==> config.mk <==
export PLATFORM = sky130hd
export DESIGN_NAME = uart_rx_flat
export DESIGN_NICKNAME = d
export VERILOG_FILES = /design/src/rtl/uart_rx_if.sv /design/src/rtl/uart_rx.sv /design/src/flat_wrapper.sv
export SDC_FILE = /design/constraint.sdc
export NUM_CORES = 1
export LEC_CHECK = 0
export BUFFER_PORTS_ARGS = -buffer_cell sky130_fd_sc_hd__buf_2
export CORE_MARGIN = 2
export CORE_UTILIZATION = 55
export DETAILED_ROUTE_END_ITERATION = 10
export PLACE_DENSITY = 0.74
export SLEW_MARGIN = 20
export SYNTH_ARGS = -nofsm -noshare
export SYNTH_HDL_FRONTEND = slang
export SYNTH_SLANG_ARGS = --single-unit
==> constraint.sdc <==
create_clock -name clk -period 4.8 [get_ports clk]
set_clock_uncertainty 0.05 [all_clocks]
set_input_delay 0.48 -clock clk [delete_from_list [all_inputs] [get_ports clk]]
set_output_delay 0.48 -clock clk [all_outputs]
set_load 0.02 [all_outputs]
==> src/rtl/uart_rx_if.sv <==
`default_nettype none
`timescale 1ns/1ps
// ============================================================================
// Module      : uart_rx_if
// Description : Byte-delivery bundle between the UART receiver and the packet
//               logic: received byte with valid/ready handshake plus the
//               one-cycle framing-error and overrun status pulses.
//               master : receiver side (drives dout/valid/frame_err/overrun)
//               slave  : consumer side (drives rdy)
// Revision    : 1.0 - initial release
// ============================================================================
interface uart_rx_if;
  logic [7:0] dout;
  logic       valid;
  logic       rdy;
  logic       frame_err;
  logic       overrun;

  modport master (
    output dout,
    output valid,
    output frame_err,
    output overrun,
    input  rdy
  );

  modport slave (
    input  dout,
    input  valid,
    input  frame_err,
    input  overrun,
    output rdy
  );
endinterface
`default_nettype wire

==> src/rtl/uart_rx.sv <==
`default_nettype none
`timescale 1ns/1ps
// ============================================================================
// Module      : uart_rx
// Description : 8N1 UART receiver, LSB first. Synchronises rx, validates the
//               start bit at mid-bit, samples 8 data bits and the stop bit at
//               mid-bit, and hands completed bytes to a one-entry holding
//               register with a valid/ready handshake.
// Ports       : clk   - system clock, rising edge
//               rst   - synchronous, active-low reset
//               rx    - asynchronous serial input, idle high
//               bus   - uart_rx_if.master: dout, valid, rdy (in),
//                       frame_err and overrun one-cycle pulses
// Parameters  : CLKS_PER_BAUD - clock cycles per bit (>= 4, >= 8 w/ majority)
// Build macro : UART_RX_MAJORITY_EN - 2-of-3 majority vote at each sample
//               point (samples at cnt = 2, 1, 0); otherwise single sample.
// Revision    : 1.0 - initial release
// ============================================================================
module uart_rx #(
  parameter int CLKS_PER_BAUD = 13020
) (
  input  wire logic  clk,
  input  wire logic  rst,
  input  wire logic  rx,
  uart_rx_if.master  bus
);

  localparam logic [31:0] c_RELOAD = 32'(CLKS_PER_BAUD - 1);
  localparam logic [31:0] c_HALF   = 32'(CLKS_PER_BAUD / 2 - 1);

  typedef enum logic [1:0] {
    S_IDLE  = 2'd0,
    S_START = 2'd1,
    S_DATA  = 2'd2,
    S_STOP  = 2'd3
  } state_t;

  state_t      r_state;
  logic        r_sync1;
  logic        r_sync2;
  logic        r_hist;
  logic [31:0] r_cnt;
  logic [2:0]  r_bit_cnt;
  logic [7:0]  r_shift;

  logic w_rx_s;
  logic w_fall;
  logic w_tick;
  logic w_sample;
  logic w_accept;

  assign w_rx_s   = r_sync2;
  assign w_fall   = r_hist & ~w_rx_s;
  assign w_tick   = (r_cnt == 32'd0);
  assign w_accept = bus.valid & bus.rdy;

`ifdef UART_RX_MAJORITY_EN
  // r_maj[0] holds rx_s from the cnt==1 cycle, r_maj[1] from cnt==2, so at
  // cnt==0 the vote spans three consecutive synchronised samples.
  logic [1:0] r_maj;

  always_ff @(posedge clk) begin
    if (!rst) begin
      r_maj <= 2'b11;
    end else begin
      r_maj <= {r_maj[0], w_rx_s};
    end
  end

  assign w_sample = (r_maj[1] & r_maj[0]) | (r_maj[1] & w_rx_s) |
                    (r_maj[0] & w_rx_s);
`else
  assign w_sample = w_rx_s;
`endif

  always_ff @(posedge clk) begin
    if (!rst) begin
      r_sync1       <= 1'b1;
      r_sync2       <= 1'b1;
      r_hist        <= 1'b1;
      r_state       <= S_IDLE;
      r_cnt         <= 32'd0;
      r_bit_cnt     <= 3'd0;
      r_shift       <= 8'h00;
      bus.dout      <= 8'h00;
      bus.valid     <= 1'b0;
      bus.frame_err <= 1'b0;
      bus.overrun   <= 1'b0;
    end else begin
      r_sync1       <= rx;
      r_sync2       <= r_sync1;
      r_hist        <= r_sync2;
      bus.frame_err <= 1'b0;
      bus.overrun   <= 1'b0;

      // Consumption; a byte completing this same cycle overrides below.
      if (w_accept) begin
        bus.valid <= 1'b0;
      end

      case (r_state)
        S_IDLE: begin
          if (w_fall) begin
            r_cnt     <= c_HALF;
            r_bit_cnt <= 3'd0;
            r_state   <= S_START;
          end
        end

        S_START: begin
          if (w_tick) begin
            r_cnt   <= c_RELOAD;
            // A high line at mid start bit was only a glitch.
            r_state <= w_sample ? S_IDLE : S_DATA;
          end else begin
            r_cnt <= r_cnt - 32'd1;
          end
        end

        S_DATA: begin
          if (w_tick) begin
            r_cnt     <= c_RELOAD;
            r_shift   <= {w_sample, r_shift[7:1]};
            r_bit_cnt <= r_bit_cnt + 3'd1;
            if (r_bit_cnt == 3'd7) begin
              r_state <= S_STOP;
            end
          end else begin
            r_cnt <= r_cnt - 32'd1;
          end
        end

        S_STOP: begin
          if (w_tick) begin
            r_cnt   <= c_RELOAD;
            // Back to IDLE at mid stop bit: half a bit of margin for the
            // next start edge.
            r_state <= S_IDLE;
            if (!w_sample) begin
              bus.frame_err <= 1'b1;
            end else if (!bus.valid || w_accept) begin
              bus.dout  <= r_shift;
              bus.valid <= 1'b1;
            end else begin
              bus.overrun <= 1'b1;
            end
          end else begin
            r_cnt <= r_cnt - 32'd1;
          end
        end

        default: r_state <= S_IDLE;
      endcase
    end
  end

endmodule
`default_nettype wire

==> src/flat_wrapper.sv <==
// flat-port wrapper written by rule: the top's interface ports become plain ports
module uart_rx_flat 
#(
  parameter int CLKS_PER_BAUD = 13020
)
  (clk, rst, rx, bus_dout, bus_valid, bus_frame_err, bus_overrun, bus_rdy);
  uart_rx_if bus_i ();
  input  wire logic clk;
  input  wire logic rst;
  input  wire logic rx;
  output wire logic [$bits(bus_i.dout)-1:0] bus_dout;
  output wire logic [$bits(bus_i.valid)-1:0] bus_valid;
  output wire logic [$bits(bus_i.frame_err)-1:0] bus_frame_err;
  output wire logic [$bits(bus_i.overrun)-1:0] bus_overrun;
  input wire logic [$bits(bus_i.rdy)-1:0] bus_rdy;
  assign bus_dout = bus_i.dout;
  assign bus_valid = bus_i.valid;
  assign bus_frame_err = bus_i.frame_err;
  assign bus_overrun = bus_i.overrun;
  assign bus_i.rdy = bus_rdy;
  uart_rx #(.CLKS_PER_BAUD(CLKS_PER_BAUD)) u_core (.clk(clk), .rst(rst), .rx(rx), .bus(bus_i));
endmodule
==> flow_summary.toml <==
[drt]
num_vias = 2631
drtIter0Drc = 213
finalWirelength_um = 6300
drc = 0
drt.antenna.violating_nets = 0
viasPerCell = 6.31
routedWlPerCell_um = 15.1
drt-pass1-iter-count = 5

[clock_network]
cts.path.max_buffers = 2
cts_tree = "built"
cts_resized = 0
postCtsSetupBuffers = 0
htreeDepth = 3
cts.sinks = 59
cts_made_buffers = 9
clock_tree.root_cell = "clkbuf_8"
clk_pin_slew_worst_paths_ns = 0.07
ctsHoldBuffers = 0
clkLatencyLatePin_ns = 0.34

[critical_path]
r2r_setup_slack_ns = 1.49
cp_slowest_stage_delay_ns = 0.93
slowest_stage = "nand4_1"
regToRegStartpoint = "u_core.r_cnt[12]"
startpoint_type = "flop"
cp_top_family = "simple AND/OR/NAND/NOR gates"
end_kind = "flop"
r2r_cells = 6
crit_chain = "or2_1, nor4_1, nand4_1, buf_4, o21ai_0, a21oi_1"
r2r_end = "u_core.r_shift[2]"
critPathBufInv = 1
crit_fanout = 20
cp.arrival_ns = 3.47
path_class = "flop to flop"
required_ns = 4.95

[yosys]
ys_seq_area_share_pct = 42.6
ys_ff_latch = 59
synth_cell_types = 50
async_flop_share_pct = 0
synth-edff-count = 0
synth_compound_area_share_pct = 25.4
synth_nets = 346
synth_area_per_cell_um2 = 8.18
synth-simple-area-share_pct = 25.8
yosysWarnings = 0
synthAdderAreaFrac_pct = 1.35
muxShareOfSynthArea_pct = 0
synth_top_family_by_area = "simple AND/OR/NAND/NOR gates"
synth_xor_area_share_pct = 0.316
syn_inst = 339
synth_area_um2 = 2770
synth_ff_type = "dfxtp_1"

[finish]
layout_commonest_cell = "dfxtp_1"
fillers = 437
area_delta_synth_final_pct = 11.1
final_cell_mix = "dfxtp_1, a21oi_1, o21ai_0"
layout-drive-gt1-share_pct = 11.4
diodes = 0
final_nets = 352
fin_area_um2 = 3080

[floorplan]
coreArea_um2 = 4790
die_area_um2 = 5630
start_util_pct = 57.9
io-pin-count = 15
die_y_um = 75
die_x_um = 75
rows = 25

[power]
powerDensity_nw_per_um2 = 485
leakage_nw = 1.09
ir_worst_vdd_mv = 0.251

[sta]
tightest_slew_ns = 1.08
drv_slew = 0
tns_ns = 0
rsz0062_at_grt = "no"
period_minus_slack_ns = 3.31
setup_viol = 0
hold_violations = 0
finalCritPeriodShare_pct = 69.0
maxSlewHeadroom_pct = 27.2
fmax_ghz = 0.302
hold-worst-slack_ns = 0.270

[worst_hold_path]
hold_end = "u_core.r_sync1"
hold_path_class = "input port to flop"
hp-start = "rx"
hold_depth = 2

[job]
cap_viol_max_count = 0

[place]
io_buffers = 14
gp_congestion = 0.869
dpl.hpwl_um = 4140
placed_area_um2 = 2860

[grt]
antenna_found_initial = 0
grt_start_max_net_pins = 36
globalRouteTotalUtil_pct = 24.0
grt_pass1_vias = 2341
grt-ovfl-total = 0
grt_pass1_wl_um = 10500

[run_status]
status = "finished, final reports clean"
power by group:
group / total [mW] / internal, mW / switching [mW]
Sequential: 0.577 / 0.530 / 0.0464
Clock: 0.499 / 0.307 / 0.192
Combinational: 0.419 / 0.137 / 0.281
Total: 1.49 / 0.974 / 0.520
cells by family after synthesis:
logic type | count (synthesis)
DFF | 59
adders and majority gates | 3
AOI/OAI and AO/OA | 112
buffers and inverters | 32
xor gates and xnor gates | 1
and+or+nand+nor | 132
stage by stage:
step                      std cells  util [%]  worst slack, ns  total power [mW]
final                           417      64.4             1.49              1.49
after global routing            417      64.4             1.20              1.57
after CTS                       417      64.4             1.55              1.49
after detailed placement        401      59.8             1.58             0.991
after global placement          401      59.8             1.73             0.987
after floorplan                 339         -             2.27             0.907
per-layer routing:
layer	track usage, %	part of all wire [%]
met5	0	0
met4	13.5	2.8
met3	3.88	5.1
met2	35.7	46
met1	33.0	46
registers in the layout, summed over array words and instances (netlist names), named ones only:
name and cells:
u_core.bus.overrun 1, u_core.r_hist 1, u_core.r_sync1 1, u_core.bus.dout 8, u_core.bus.valid 1, u_core.r_sync2 1, u_core.r_state 1, u_core.r_cnt 32
u_core.r_shift 8, u_core.r_bit_cnt 3, u_core.bus.frame_err 1
synthesized netlist by cell type (all sizes together) (2+ instances only):
master | count | area, um2
o31ai | 2 | 15.0
or4 | 9 | 78.8
and4 | 3 | 26.3
ha | 3 | 37.5
o21a | 2 | 15.0
a211oi | 3 | 22.5
a21oi | 34 | 170
inv | 8 | 30.0
or2 | 4 | 25.0
o21ai | 27 | 135
dfxtp | 59 | 1180
nor4 | 6 | 43.8
buf | 4 | 22.5
nand2b | 6 | 37.5
o211ai | 4 | 30.0
nand3 | 26 | 130
clkbuf | 19 | 71.3
a21o | 3 | 22.5
nand2 | 18 | 67.6
nor3 | 12 | 60.1
o31a | 2 | 17.5
or3 | 13 | 81.3
a41oi | 5 | 43.8
a31oi | 14 | 87.6
nand4 | 7 | 43.8
and3 | 2 | 12.5
nor2 | 23 | 86.3
o311ai | 3 | 26.3
cell type report:
| type | count | area [um2] | share of cell area [%] |
|---|---|---|---|
| multi-input cells | 248 | 1460 | 47.5 |
| flip-flops and latches | 59 | 1180 | 38.3 |
| clock buffers | 12 | 145 | 4.71 |
| repair buffers | 18 | 100 | 3.25 |
| well taps | 67 | 83.8 | 2.72 |
| clock inverters | 4 | 73.8 | 2.40 |
| inverters | 9 | 33.8 | 1.10 |
how the worst max path moves through the flow:
stage                           startpoint  cells after the start                  to  slack [ns]
after detailed placement  u_core.r_cnt[12]                      6  u_core.bus.dout[4]        1.58
after CTS                 u_core.r_cnt[12]                      6   u_core.r_shift[2]        1.55
after global placement     u_core.r_cnt[0]                      8  u_core.bus.dout[0]        1.73
after floorplan            u_core.r_cnt[0]                     10    u_core.r_cnt[23]        2.27
after global routing      u_core.r_cnt[12]                      6   u_core.r_shift[1]        1.20
final                     u_core.r_cnt[12]                      6   u_core.r_shift[2]        1.49
Note: power is estimated with default switching activity, not from simulation.
